--- config.mk ---
export PLATFORM = sky130hd
export DESIGN_NAME = act_loader
export DESIGN_NICKNAME = d
export VERILOG_FILES = /design/src/rtl/act_loader_pkg.sv /design/src/rtl/lane_nz_detect.sv /design/src/rtl/act_loader.sv
export SDC_FILE = /design/constraint.sdc
export NUM_CORES = 1
export LEC_CHECK = 0
export ABC_AREA = 1
export ABC_CLOCK_PERIOD_IN_PS = 3800
export CAP_MARGIN = 20
export CORE_MARGIN = 5
export CORE_UTILIZATION = 38
export CTS_CLUSTER_DIAMETER = 100
export DETAILED_ROUTE_END_ITERATION = 6
export PLACE_DENSITY = 0.79
export SLEW_MARGIN = 20
export SYNTH_ARGS = -nofsm -noshare
export SYNTH_HDL_FRONTEND = slang
export SYNTH_HIERARCHICAL = 1
export SYNTH_SLANG_ARGS = --single-unit
--- constraint.sdc ---
create_clock -name clk -period 3.8 [get_ports clk]
set_clock_uncertainty 0.05 [all_clocks]
set_input_delay 0.57 -clock clk [delete_from_list [all_inputs] [get_ports clk]]
set_output_delay 0.57 -clock clk [all_outputs]
set_load 0.05 [all_outputs]
--- src/rtl/act_loader_pkg.sv ---
// Shared sizing and FSM encoding for the activation loader and its buffer stage.
package act_loader_pkg;

    // Geometry shared with the activation buffer stage.
    localparam int AL_IF_WIDTH   = 16;
    localparam int AL_DATA_WIDTH = 8;
    localparam int AL_ADDR_WIDTH = 6;
    localparam int AL_CNT_WIDTH  = 7;

    // Loader FSM encoding.
    localparam logic [1:0] ST_IDLE = 2'd0;
    localparam logic [1:0] ST_LOAD = 2'd1;
    localparam logic [1:0] ST_DONE = 2'd2;

endpackage

--- src/rtl/lane_nz_detect.sv ---
// Per-lane nonzero detection and popcount of the resulting flag word.
// Purely combinational; sits ahead of the loader's write register.
module lane_nz_detect
    import act_loader_pkg::*;
#(
    parameter int IF_WIDTH   = AL_IF_WIDTH,
    parameter int DATA_WIDTH = AL_DATA_WIDTH,
    parameter int CNT_WIDTH  = AL_CNT_WIDTH
) (
    input  logic [IF_WIDTH*DATA_WIDTH-1:0] lane_data,
    output logic [IF_WIDTH-1:0]            nz_flag,
    output logic [CNT_WIDTH-1:0]           nz_cnt
);

    logic [IF_WIDTH-1:0]  flag_s;
    logic [CNT_WIDTH-1:0] cnt_s;

    // Reduce each lane to a nonzero bit and accumulate the count of set flags.
    always_comb begin
        flag_s = '0;
        cnt_s  = '0;
        for (int i = 0; i < IF_WIDTH; i++) begin
            flag_s[i] = |lane_data[i*DATA_WIDTH +: DATA_WIDTH];
            cnt_s     = cnt_s + CNT_WIDTH'(flag_s[i]);
        end
    end

    assign nz_flag = flag_s;
    assign nz_cnt  = cnt_s;

endmodule

--- src/rtl/act_loader.sv ---
// Activation loader: accepts dense rows over valid/ready, writes the per-lane
// nonzero flag word to the flag RAM and only the nonzero lanes to the
// per-column activation buffers, one registered write per accepted row.
module act_loader
    import act_loader_pkg::*;
#(
    parameter int IF_WIDTH   = AL_IF_WIDTH,
    parameter int DATA_WIDTH = AL_DATA_WIDTH,
    parameter int ADDR_WIDTH = AL_ADDR_WIDTH,
    parameter int CNT_WIDTH  = AL_CNT_WIDTH
) (
    input  logic                           clk,
    input  logic                           reset,
    input  logic                           start,
    input  logic [ADDR_WIDTH:0]            cfg_num_rows,
    input  logic                           in_valid,
    output logic                           in_ready,
    input  logic [IF_WIDTH*DATA_WIDTH-1:0] in_data,
    output logic                           wr_req_act_flag,
    output logic [IF_WIDTH-1:0]            wr_data_act_flag,
    output logic [IF_WIDTH-1:0]            wr_req_act,
    output logic [IF_WIDTH*DATA_WIDTH-1:0] wr_data_act,
    output logic [CNT_WIDTH-1:0]           row_nz_num,
    output logic                           busy,
    output logic                           load_done
);

    // Control state.
    logic [1:0]            state_r;
    logic [1:0]            state_nxt_s;
    logic [ADDR_WIDTH:0]   num_rows_r;
    logic [ADDR_WIDTH:0]   num_rows_nxt_s;
    logic [ADDR_WIDTH:0]   row_cnt_r;
    logic [ADDR_WIDTH:0]   row_cnt_nxt_s;
    logic                  in_ready_r;
    logic                  busy_r;
    logic                  load_done_r;
    logic                  hs_s;

    // Write pipeline register.
    logic                           wr_req_flag_r;
    logic [IF_WIDTH-1:0]            wr_flag_r;
    logic [IF_WIDTH-1:0]            wr_req_act_r;
    logic [IF_WIDTH*DATA_WIDTH-1:0] wr_data_r;
    logic [CNT_WIDTH-1:0]           nz_num_r;

    // Combinational detector outputs for the row currently on in_data.
    logic [IF_WIDTH-1:0]  lane_flag_s;
    logic [CNT_WIDTH-1:0] lane_cnt_s;

    lane_nz_detect #(
        .IF_WIDTH   (IF_WIDTH),
        .DATA_WIDTH (DATA_WIDTH),
        .CNT_WIDTH  (CNT_WIDTH)
    ) u_lane_nz_detect (
        .lane_data (in_data),
        .nz_flag   (lane_flag_s),
        .nz_cnt    (lane_cnt_s)
    );

    // in_ready is registered from the next state, so it is only high in LOAD.
    assign hs_s = in_valid & in_ready_r;

    // Next-state, row-count and row-limit logic for the load sequence.
    always_comb begin
        state_nxt_s    = state_r;
        num_rows_nxt_s = num_rows_r;
        row_cnt_nxt_s  = row_cnt_r;
        case (state_r)
            ST_IDLE: begin
                if (start) begin
                    num_rows_nxt_s = cfg_num_rows;
                    row_cnt_nxt_s  = '0;
                    if (cfg_num_rows == '0) begin
                        state_nxt_s = ST_DONE;
                    end else begin
                        state_nxt_s = ST_LOAD;
                    end
                end else begin
                    state_nxt_s = ST_IDLE;
                end
            end
            ST_LOAD: begin
                if (hs_s) begin
                    row_cnt_nxt_s = row_cnt_r + {{ADDR_WIDTH{1'b0}}, 1'b1};
                    // Beat just accepted is the last row when count+1 reaches the limit.
                    if ((row_cnt_r + {{ADDR_WIDTH{1'b0}}, 1'b1}) == num_rows_r) begin
                        state_nxt_s = ST_DONE;
                    end else begin
                        state_nxt_s = ST_LOAD;
                    end
                end else begin
                    state_nxt_s = ST_LOAD;
                end
            end
            ST_DONE: begin
                state_nxt_s = ST_IDLE;
            end
            default: begin
                state_nxt_s = ST_IDLE;
            end
        endcase
    end

    // Control registers; status outputs are derived from the next state so they line up with it.
    always_ff @(posedge clk) begin
        if (reset) begin
            state_r     <= ST_IDLE;
            num_rows_r  <= '0;
            row_cnt_r   <= '0;
            in_ready_r  <= 1'b0;
            busy_r      <= 1'b0;
            load_done_r <= 1'b0;
        end else begin
            state_r     <= state_nxt_s;
            num_rows_r  <= num_rows_nxt_s;
            row_cnt_r   <= row_cnt_nxt_s;
            in_ready_r  <= (state_nxt_s == ST_LOAD);
            busy_r      <= (state_nxt_s != ST_IDLE);
            load_done_r <= (state_nxt_s == ST_DONE);
        end
    end

    // Write stage: strobes follow the handshake; data, flags and count hold between writes.
    always_ff @(posedge clk) begin
        if (reset) begin
            wr_req_flag_r <= 1'b0;
            wr_req_act_r  <= '0;
            wr_flag_r     <= '0;
            wr_data_r     <= '0;
            nz_num_r      <= '0;
        end else begin
            wr_req_flag_r <= hs_s;
            wr_req_act_r  <= hs_s ? lane_flag_s : '0;
            if (hs_s) begin
                wr_flag_r <= lane_flag_s;
                wr_data_r <= in_data;
                nz_num_r  <= lane_cnt_s;
            end
        end
    end

    assign in_ready         = in_ready_r;
    assign busy             = busy_r;
    assign load_done        = load_done_r;
    assign wr_req_act_flag  = wr_req_flag_r;
    assign wr_data_act_flag = wr_flag_r;
    assign wr_req_act       = wr_req_act_r;
    assign wr_data_act      = wr_data_r;
    assign row_nz_num       = nz_num_r;

endmodule
==> summary.md, run 1 <==
| Metric | Value |
|---|---|
| Status | completed |
| CP Capture Point | row_nz_num[2]$_SDFFE_PP0P_ |
| Synth async-reset ratio | 0 |
| Met2 Routed Length | ~11000 um |
| Number of global-route vias before repair | between 6000 and 7000 |
| Netlist cell types | 27 |
| Starting Density | 0.386 |
| Fin nets | roughly 1400 |
| Leak pwr | 0.00460 uW |
| CORE AREA | 0.0188 mm2 |
| Post-synth top area share | 0.516 |
| DRC Markers | 0 |
| Global route total overflow | 0 |
| Unrepaired setup endpoints after global routing | true |
| CTS Buf Count | 17 |
| Placed insts | about 1500 |
| Later-pin clock latency in the skew report | 0.42 ns |
| CTS tree | done |
| # rows | 50 |
| Area of the multi-input gates | 0.00312 mm2 |
| Post-synthesis sequential element count | 187 |
| Via density | 4.75 |
| Most used cell, CP | fa_1 |
| Hold-fix buffers, CTS | 0 |
| Synth top area cells | dfxtp_1, nor2_1, o21ai_0, o21ai_1, fa_1 |
| Comb pwr share | 0.218 |
| Die extent in x | 148 um |
| Layout cells sized above 1 | 0.124 |
| Initial antenna violation count | 0 |
| Reg-to-Reg Start | in_ready$_SDFF_PP0_ |
| Worst-path cell chain | clkdlybuf4s15_1 > nor2_1 > nand4_1 > inv_1 > fa_1 > fa_1 > fa_1 > inv_2 > fa_1 > ha_4 > fa_2 > xor2_1 > o21ai_1 > nor2_1 |
| Cell with the most instances after synthesis | nor2_1 |
| Setup crit start | in_data[68] |
| Worst-Margin Slew | 0.698 ns |
| Clock slew at reported path FFs | 0.07 ns |
| Fmax | 271 MHz |
| Placed Area | 0.0107 mm2 |
| Per-cell routed wire length | about 15 um |
| Worst Setup Start Kind | input port |
| Sum Neg Setup Slack | 0 ns |
| # IOs | 310 |
| Crit-path max FO | 2 |
| Clock power share | 0.359 |
| Met3 WL | 1970 um |
| Synth top cells by count | nor2_1, dfxtp_1, o21ai_0 |
| R2R cell count | 5 |
| CTS Sinks | 187 |
| Post-route antenna net violation count | 0 |
| Worst vdd ir | 0.310 mV |
| Mapped Cells | 949 |
| Sequential area share after synthesis | 0.516 |
| WP data required | 4.07 ns |
| Slew HR | 0.535 |
| Final hold viol count | 0 |
| Final std cells w/o fill | 1505 |
| CP peak stage delay | 0.58 ns |
| Final HPWL from detailed placement | 16500 um |
| H-tree levels | 4 |
| CP max-delay cell | fa_1 |
| Routed Wire Length | between 20000 and 25000 um |
| Met1 WL | ~9100 um |
| N_diodes | 0 |
| Synthesis Warnings | 6 |
| R2r endpoint | wr_data_act[56]$_SDFFE_PP0P_ |
| Fillcell total | 1731 |
| Hold slack | 0.346 ns |
| Worst Hold Class | input port to flop |
| Main synth FF type | dfxtp_1 |
| Switch Pwr | ~1600 uW |
| Finished Cell Area | 0.0110 mm2 |
| Pin count of the biggest net entering global routing | 124 |
| Pwr per Cell Area | roughly 460 mW/mm2 |
| CP bufs+invs | 3 |
| EDFF count, synth | 0 |
| Critical path endpoint category | flop |
| Final Max Tran Viols | 0 |
| First-pass GRT wire length | roughly 35000 um |
| Yosys top cell by area | dfxtp_1 |
| Buffers on Ports | 309 |
| Minimum clock period | 3.69 ns |
| DR pass1 iterations | 4 |
| CP Class | input port to flop |
| MaxCap Viol Count | 0 |
| Cell family with most CP delay | adder cells |
| Mapped Area | a little over 0.007 mm2 |
| Via count | 7154 |
| CTS max path bufs | 2 |
| Die area | 0.0219 mm2 |
| Root Buffer | clkbuf_16 |
| Syn Area/Cell | between 7 and 8 um2 |
| Highest routed layer | met4 |
| Die H | about 150 um |
| Synthesis-to-finish area growth | 52.3% |
| Reg2reg setup slack | 1.82 ns |
| CP Data Arrival Time | approximately 4.0 ns |
| Sequential Area | 0.00374 mm2 |
| Cell Int Power | 3490 uW |
| Register share of total power | 0.423 |
| Fin crit share | 0.970 |
| Switching Share | 0.310 |
| RD Place Congestion | 0.821 |
| DRT iter0 DRCs | around 260 |
| Cell count along the critical path | 14 |
| GRT Util Overall | 0.198 |
| # setup viols final | 0 |
==> state kept, by name, indices dropped and copies added, names as in the netlist <==
register / flops
in_ready: 1
state_r: 2
wr_data_act_flag: 16
wr_data_act: 128
row_cnt_r: 7
load_done: 1
busy: 1
row_nz_num: 7
num_rows_r: 7
wr_req_act_flag: 1
wr_req_act: 16
==> power groups by stage <==
stage | registers, uW | clock network [uW] | logic, uW
floorplan | 2580 | 0 | 263
global placement | 2180 | 0 | 1130
detailed placement | 2180 | 0 | 1140
CTS | 2140 | 1870 | 1110
global route | 2150 | 1950 | 1170
finish | 2140 | 1810 | 1100
==> area by class of cell <==
| type | count | share of cell area |
|---|---|---|
| Sequential cell | 187 | 0.339 |
| Tap cell | 234 | 0.0265 |
| Clock inverter | 13 | 0.0142 |
| Clock buffer | 19 | 0.0401 |
| Inverter | 55 | 0.0191 |
| Multi-Input combinational cell | 654 | 0.283 |
| Timing Repair Buffer | 343 | 0.279 |
==> layer usage <==
metal	track usage	vias to the layer above
met2	0.342	226
li1	-	3667
met1	0.233	3236
met4	0.0550	0
met5	0	-
met3	0.0704	25
==> worst min-delay path: stages <==
cell	delay (ns)
buf_6	0.07
o21ai_0	0.07
nor2_1	0.08
==> cell families (layout without fill, tap and decap cells) <==
| logic type | count (synthesis) | in the layout | synth area share |
|---|---|---|---|
| buf+inv | 109 | 430 | 0.0606 |
| compound gates | 177 | 177 | 0.130 |
| xor+xnor | 2 | 2 | 0.00242 |
| flops | 187 | 187 | 0.516 |
| other cells | 1 | 2 | 0.000517 |
| fa+ha+maj | 16 | 16 | 0.0380 |
| simple gates | 457 | 457 | 0.252 |
==> stage by stage <==
step,power (uW),util,setup WS [ns]
floorplan,2840,-,0.00698
global placement,3310,0.569,-0.736
detailed placement,3320,0.569,-0.801
CTS,5120,0.594,0.000385
global route,5280,0.589,-0.0280
finish,5060,0.589,0.112
==> cell usage in the layout, fill, tap and decap left out, types with 2 or more instances in the layout <==
master / count
a21oi_1: 18
nor2_1: 357
inv_2: 7
nand2_1: 41
buf_6: 3
ha_1: 5
buf_4: 32
inv_1: 45
clkdlybuf4s15_1: 6
clkinv_4: 3
nand4_1: 18
fa_1: 8
o21ai_1: 73
fa_2: 2
inv_6: 4
nor2_2: 9
conb_1: 2
nand3_1: 23
dfxtp_1: 187
buf_2: 19
inv_4: 2
clkbuf_2: 42
o21ai_0: 70
bufinv_16: 2
nor2_4: 3
nand3b_1: 2
clkdlybuf4s50_1: 237
a31o_1: 16
buf_12: 2
inv_8: 2
clkbuf_16: 17
==> how the worst min path moves through the flow <==
stage,to,cells past startpoint,start,slack [ns]
after global placement,wr_data_act_flag[6]$_SDFFE_PP0P_,1,wr_data_act_flag[6]$_SDFFE_PP0P_,0.41
final,wr_data_act[15]$_SDFFE_PP0P_,3,in_data[15],0.35
after floorplan,num_rows_r[1]$_SDFFE_PP0P_,2,num_rows_r[1]$_SDFFE_PP0P_,0.39
after CTS,wr_data_act[20]$_SDFFE_PP0P_,3,in_data[20],0.34
after detailed placement,wr_data_act_flag[15]$_SDFFE_PP0P_,1,wr_data_act_flag[15]$_SDFFE_PP0P_,0.41
after global routing,wr_data_act[39]$_SDFFE_PP0P_,3,in_data[39],0.34
==> repair_timing <==
item	in CTS	in global routing
endpoints found under the setup margin	4	4
gates resized for setup	151	101
buffers inserted	1	2
pin swaps	50	48
Note: power is estimated with default switching activity, not from simulation.
==> inputs of run 2 (changes only) <==
- CTS_CLUSTER_DIAMETER: 100 -> default
==> results of run 2 <==
The final DEF is identical to that of run 1; final timing and power are the same.
==> RTL change 1: new RTL, settings of run 2 <==
Change the package constant `AL_CNT_WIDTH` from 7 to 9.
--- a/src/rtl/act_loader_pkg.sv
+++ b/src/rtl/act_loader_pkg.sv
@@ -5,7 +5,7 @@
     localparam int AL_IF_WIDTH   = 16;
     localparam int AL_DATA_WIDTH = 8;
     localparam int AL_ADDR_WIDTH = 6;
-    localparam int AL_CNT_WIDTH  = 7;
+    localparam int AL_CNT_WIDTH  = 9;
 
     // Loader FSM encoding.
     localparam logic [1:0] ST_IDLE = 2'd0;
Ports: changed (resized row_nz_num); port bits go from 310 to 312. The function was not compared with the original's and may differ.
==> RTL change 1 against run 2 <==
Wire length is 7.6% higher; worst setup slack worse by 0.055 ns; synthesized area rose by 0.88%; sequential cell count increased by 2; largest power group unchanged; final area grew 5.9%; synthesized cell count rose by 0.84%; power increased by 4.7%; cell count increased by 6.0%.
==> RTL change 1: results (changes against run 2) <==
grt met3 use=6.898% (was 7.038%); Post-Place Worst Slack=-0.7897 ns (was -0.8013 ns); synth warn=6 (unchanged); Iter 0 DRT Violations=342 (was 259); max incr delay on CP=0.56 ns (was 0.58 ns); CP max FO=2 (unchanged); outcome=finished, final reports clean (unchanged); Mapped Cells=957 (was 949); met1 usage=23.80% (was 23.32%); initial antenna violation count=0 (unchanged); total placed instance area=10,760 sq um (was 10,680 sq um); Top Metal Used=met4 (unchanged); GRT Overall Usage=21.03% (was 19.80%); CTS H-tree depth=4 (unchanged); antenna cells=0 (unchanged); Initial DRT Pass Iterations=5 (was 4); largest net degree at the start of global routing=87 (was 124); Final Non-Filler Cells=1,595 (was 1,505); Synth top cells by count=nor2_1 (366), dfxtp_1 (189), o21ai_0 (145) (was nor2_1 (363), dfxtp_1 (187), o21ai_0 (72)); Seq/Total Area, Yosys=51.72% (was 51.62%); GR Util met2=37.53% (was 34.21%); Worst VDD drop=0.3015 mV (was 0.3096 mV); drt wl/cell=15.16 um (was 14.93 um); ys flop type=dfxtp_1 (unchanged); root buffer cell=clkbuf_16 (unchanged); DP HPWL=17,160 um (was 16,470 um); synth top area cells=dfxtp_1 (52%), nor2_1 (19%), o21ai_0 (9.9%), fa_1 (2.7%), inv_1 (2.7%) (was dfxtp_1 (52%), nor2_1 (19%), o21ai_0 (5.0%), o21ai_1 (4.9%), fa_1 (2.8%)); worst slew pin tran=0.9634 ns (was 0.6978 ns); Pint=3.746 mW (was 3.487 mW); met2 wire len=12,060 um (was 10,990 um); leakage power figure=4.894 nW (was 4.596 nW); gpl congestion=0.8259 (was 0.8206); vias in the first global route=7,284 (was 6,819); Distinct cells, synth=25 (was 27); critical path arrival=4.01 ns (was 3.96 ns); asr flop ratio synth=0% (unchanged); Clk pin slew, worst setup/hold paths=0.07 ns (about the same); Overflow after GRT=0 (unchanged); Vias=7,567 (was 7,154); share of layout cells above drive strength 1=15.81% (was 12.43%); routed length on met1=9549 um (was 9125 um); DP Cell Count=1,501 (was 1,470); clk buf depth=2 (unchanged); max FFs per register=128 (unchanged); worst min path class=in -> reg (unchanged); Port Buffers=311 (was 309); first-pass GRT wire length=37,250 um (was 35,080 um); Met3 Wirelength=2042 um (was 1967 um)
RTL change 1: cell count changes after synthesis, sizes merged, moves of 2 or more:
cell / delta
clkbuf: +9
buf: -5
nor2: +3
dfxtp: +2
inv: -2
o21ai: +2
RTL change 1: path summary, 6_finish.rpt:
| check | startpoint | end | slack, ns | depth (start not counted) |
|---|---|---|---|---|
| max | in_data[8] | row_nz_num[2] | 0.06 | 14 |
| min | in_data[18] | wr_data_act[18] | 0.35 | 3 |
| max reg2reg | in_ready | wr_data_act_flag[2] | 1.87 | 5 |
| min reg2reg | wr_data_act[103] | wr_data_act[103] | 0.43 | 2 |
RTL change 1: kinds of logic after synthesis:
family                   Yosys count  synth area share [%]
AND/OR/NAND/NOR                  459                 25.06
buffers and inverters            112                 6.174
AO/OA/AOI/OAI                    178                 13.00
adder cells (fa/ha/maj)           16                 3.763
XOR/XNOR                           2                0.2395
other                              1               0.05126
flip-flops                       189                 51.72
RTL change 1: area by class of cell:
cell class	count	area [sq um]
clock buffers	18	429.2
clock inverters	13	237.7
fillers	1666	7128
inverters	54	207.7
multi-input cells	659	3129
flip-flops and latches	189	3784
well taps	260	325.3
repair buffers	402	3590
RTL change 1: repair_timing:
item / 4_1_cts / 5_1_grt
cloned: 0 / 0
resized for setup: 114 / 82
pin swaps: 39 / 27
setup endpoints to repair: 5 / 7
buffers inserted: 63 / 1
RTL change 1: power by group through the flow:
stage	clock network, mW	registers [mW]	logic [mW]
after floorplan	0	2.61	0.261
after global placement	0	2.20	1.13
after detailed placement	0	2.21	1.14
after CTS	2.06	2.16	1.12
after global routing	2.16	2.18	1.18
final	2.02	2.16	1.11
RTL change 1: tightest hold or removal path, stage by stage:
cell and delay (ns):
buf_6 0.07, o21ai_0 0.07, nor2_1 0.07
==> RTL change 2: new RTL, settings of run 2 <==
Made on the original files. Put one more register stage on the output `wr_data_act_flag`, with the module's reset. The value now appears one clock later. The other outputs are not delayed to match.
--- a/src/rtl/act_loader.sv
+++ b/src/rtl/act_loader.sv
@@ -144,7 +144,13 @@
     assign busy             = busy_r;
     assign load_done        = load_done_r;
     assign wr_req_act_flag  = wr_req_flag_r;
-    assign wr_data_act_flag = wr_flag_r;
+    always_ff @(posedge clk) begin
+        if (reset) begin
+            wr_data_act_flag <= '0;
+        end else begin
+            wr_data_act_flag <= wr_flag_r;
+        end
+    end
     assign wr_req_act       = wr_req_act_r;
     assign wr_data_act      = wr_data_r;
     assign row_nz_num       = nz_num_r;
Behaviour: not the same (Yosys sat finds a counterexample within 4 cycles, from zero or initial values and one cycle with reset high).
==> RTL change 2 against run 2 <==
Utilization grew 0.23 points; cell count up 8.1%; synthesized area grew 6.2%; final area rose by 7.5%; power is 9.6% higher; non-clock buffer count increased by 15; first-iteration DRC count increased by 24%; wire length grew 5.6%; sequential cell count increased by 16; worst setup slack lost 0.058 ns; via count increased by 7.0%; synthesized cell count is 7.0% higher; register-to-register slack better by 0.08 ns; highest routed layer unchanged.
==> RTL change 2: results (changes against run 2) <==
outcome=finished, final reports clean (unchanged); first-pass GRT wire length=37,120 um (was 35,080 um); vias in the first global route=7,273 (was 6,819); worst reg-to-reg path cell count=4 (was 5); gpl congestion=0.8234 (was 0.8206); post-layout net count=1,497 (was 1,413); end of the worst register-to-register path=wr_data_act[70] (was wr_data_act[56]); DR vias/cell=4.705 (was 4.753); antenna cells=0 (unchanged); asr flop ratio synth=0% (unchanged); max FFs per register=128 (unchanged); Hold Path Sink=wr_data_act[17] (was wr_data_act[15]); Clk pin slew, worst setup/hold paths=0.06 ns; flop2flop setup slack=1.90 ns (was 1.82 ns); critical path's slowest cell=clkdlybuf4s15_1 (was fa_1); CTS H-tree depth=1 (was 4); fill count=1,794 (was 1,731); Distinct cells, synth=25 (was 27); largest net degree at the start of global routing=144 (was 124); Synth top cells by count=nor2_1 (382), dfxtp_1 (203), o21ai_0 (159) (was nor2_1 (363), dfxtp_1 (187), o21ai_0 (72)); worst min path class=in -> reg (unchanged); GRT Overall Usage=19.11% (was 19.80%); clk buf depth=3 (was 2); worst rel slew slack=49.52% (was 53.48%); root buffer cell=clkbuf_16 (unchanged); hold path cells=3 (unchanged); critical path arrival=4.07 ns (was 3.96 ns); hold_sp=in_data[17] (was in_data[15]); clock latency on the worst-skew pair=0.50 ns (was 0.42 ns); DP HPWL=16,750 um (was 16,470 um); drt wl/cell=14.58 um (was 14.93 um); Initial DRT Pass Iterations=5 (was 4); Post-Place Worst Slack=-0.7297 ns (was -0.8013 ns); max incr delay on CP=0.19 ns (was 0.58 ns); initial antenna violation count=0 (unchanged); Port Buffers=309 (unchanged); leakage power figure=4.927 nW (was 4.596 nW); synth top area cells=dfxtp_1 (53%), nor2_1 (19%), o21ai_0 (10%), inv_1 (3.4%), nand2_1 (2.7%) (was dfxtp_1 (52%), nor2_1 (19%), o21ai_0 (5.0%), o21ai_1 (4.9%), fa_1 (2.8%)); Seq/Total Area, Yosys=52.77% (was 51.62%); CP max FO=2 (unchanged); switching part of the total=28.55% (was 31.02%); CTS Buf Count=22 (was 17); share of layout cells above drive strength 1=10.91% (was 12.43%); worst r2r src=in_ready (unchanged); Worst VDD drop=0.2837 mV (was 0.3096 mV); Iter 0 DRT Violations=320 (was 259); synth warn=6 (unchanged)
[RTL change 2: timing repair]
action	4_1_cts	5_1_grt
endpoints found under the setup margin	4	6
gates resized for setup	78	104
setup buffers	25	0
pin swaps	24	36
[RTL change 2: logic make-up (layout without fill, tap and decap cells)]
logic type	after synthesis	in the layout	synth area share (%)
adder cells (fa/ha/maj)	16	16	3.574
AO/OA/AOI/OAI	177	177	11.50
flip-flops	203	203	52.77
buffers and inverters	127	468	6.531
XOR/XNOR	2	2	0.2275
AND/OR/NAND/NOR	489	489	25.35
other	1	2	0.04869
[RTL change 2: how the worst max path moves through the flow]
stage	cells past startpoint	startpoint	slack [ns]	endpoint
2_1_floorplan	12	in_data[13]	-0.008	row_nz_num[1]
3_3_place_gp	13	in_data[11]	-0.65	row_nz_num[1]
3_5_place_dp	15	in_data[53]	-0.73	row_nz_num[4]
4_1_cts	14	in_data[1]	0.03	row_nz_num[2]
5_1_grt	14	in_data[39]	-0.03	row_nz_num[2]
6_report	29	in_data[71]	0.05	wr_flag_r[8]
[RTL change 2: cell type report]
type                    instances  share of cell area (%)
inverters                      71                   2.296
clock buffers                  30                   5.404
multi-input cells             686                   26.69
repair buffers                358                   27.70
well taps                     270                   2.844
flip-flops and latches        203                   34.21
clock inverters                 9                  0.8427
[RTL change 2: layer usage]
metal,part of all wire (%),vias up,global-route usage [%]
met2,50,241,34.10
met1,40,3509,22.67
met5,0,-,0
met3,7.1,46,4.771
li1,-,3859,-
met4,2.7,0,5.779
[RTL change 2: power groups by stage]
| stage | sequential [mW] | clock [mW] | combinational [mW] |
|---|---|---|---|
| finish | 2.32 | 2.16 | 1.07 |
| global route | 2.33 | 2.30 | 1.14 |
| floorplan | 2.74 | 0 | 0.259 |
| global placement | 2.36 | 0 | 1.09 |
| detailed placement | 2.36 | 0 | 1.10 |
| CTS | 2.32 | 2.22 | 1.08 |
[RTL change 2: through the flow]
stage	util (%)	instances	instance area (sq um)	hold WS (ns)
4_1_cts	59.50	1627	11960	0.3608
3_5_place_dp	55.30	1563	11120	0.3574
6_report	59.08	1627	11880	0.2873
3_3_place_gp	55.30	1563	11120	0.3542
5_1_grt	59.08	1627	11880	0.2878
2_1_floorplan	-	1016	7710	0.3499
[RTL change 2: critical path: cells and delay by family]
kind	cells	cell delay (ns)
AO/OA/AOI/OAI	1	0.05
buffers and inverters	26	3.21
AND/OR/NAND/NOR	2	0.28
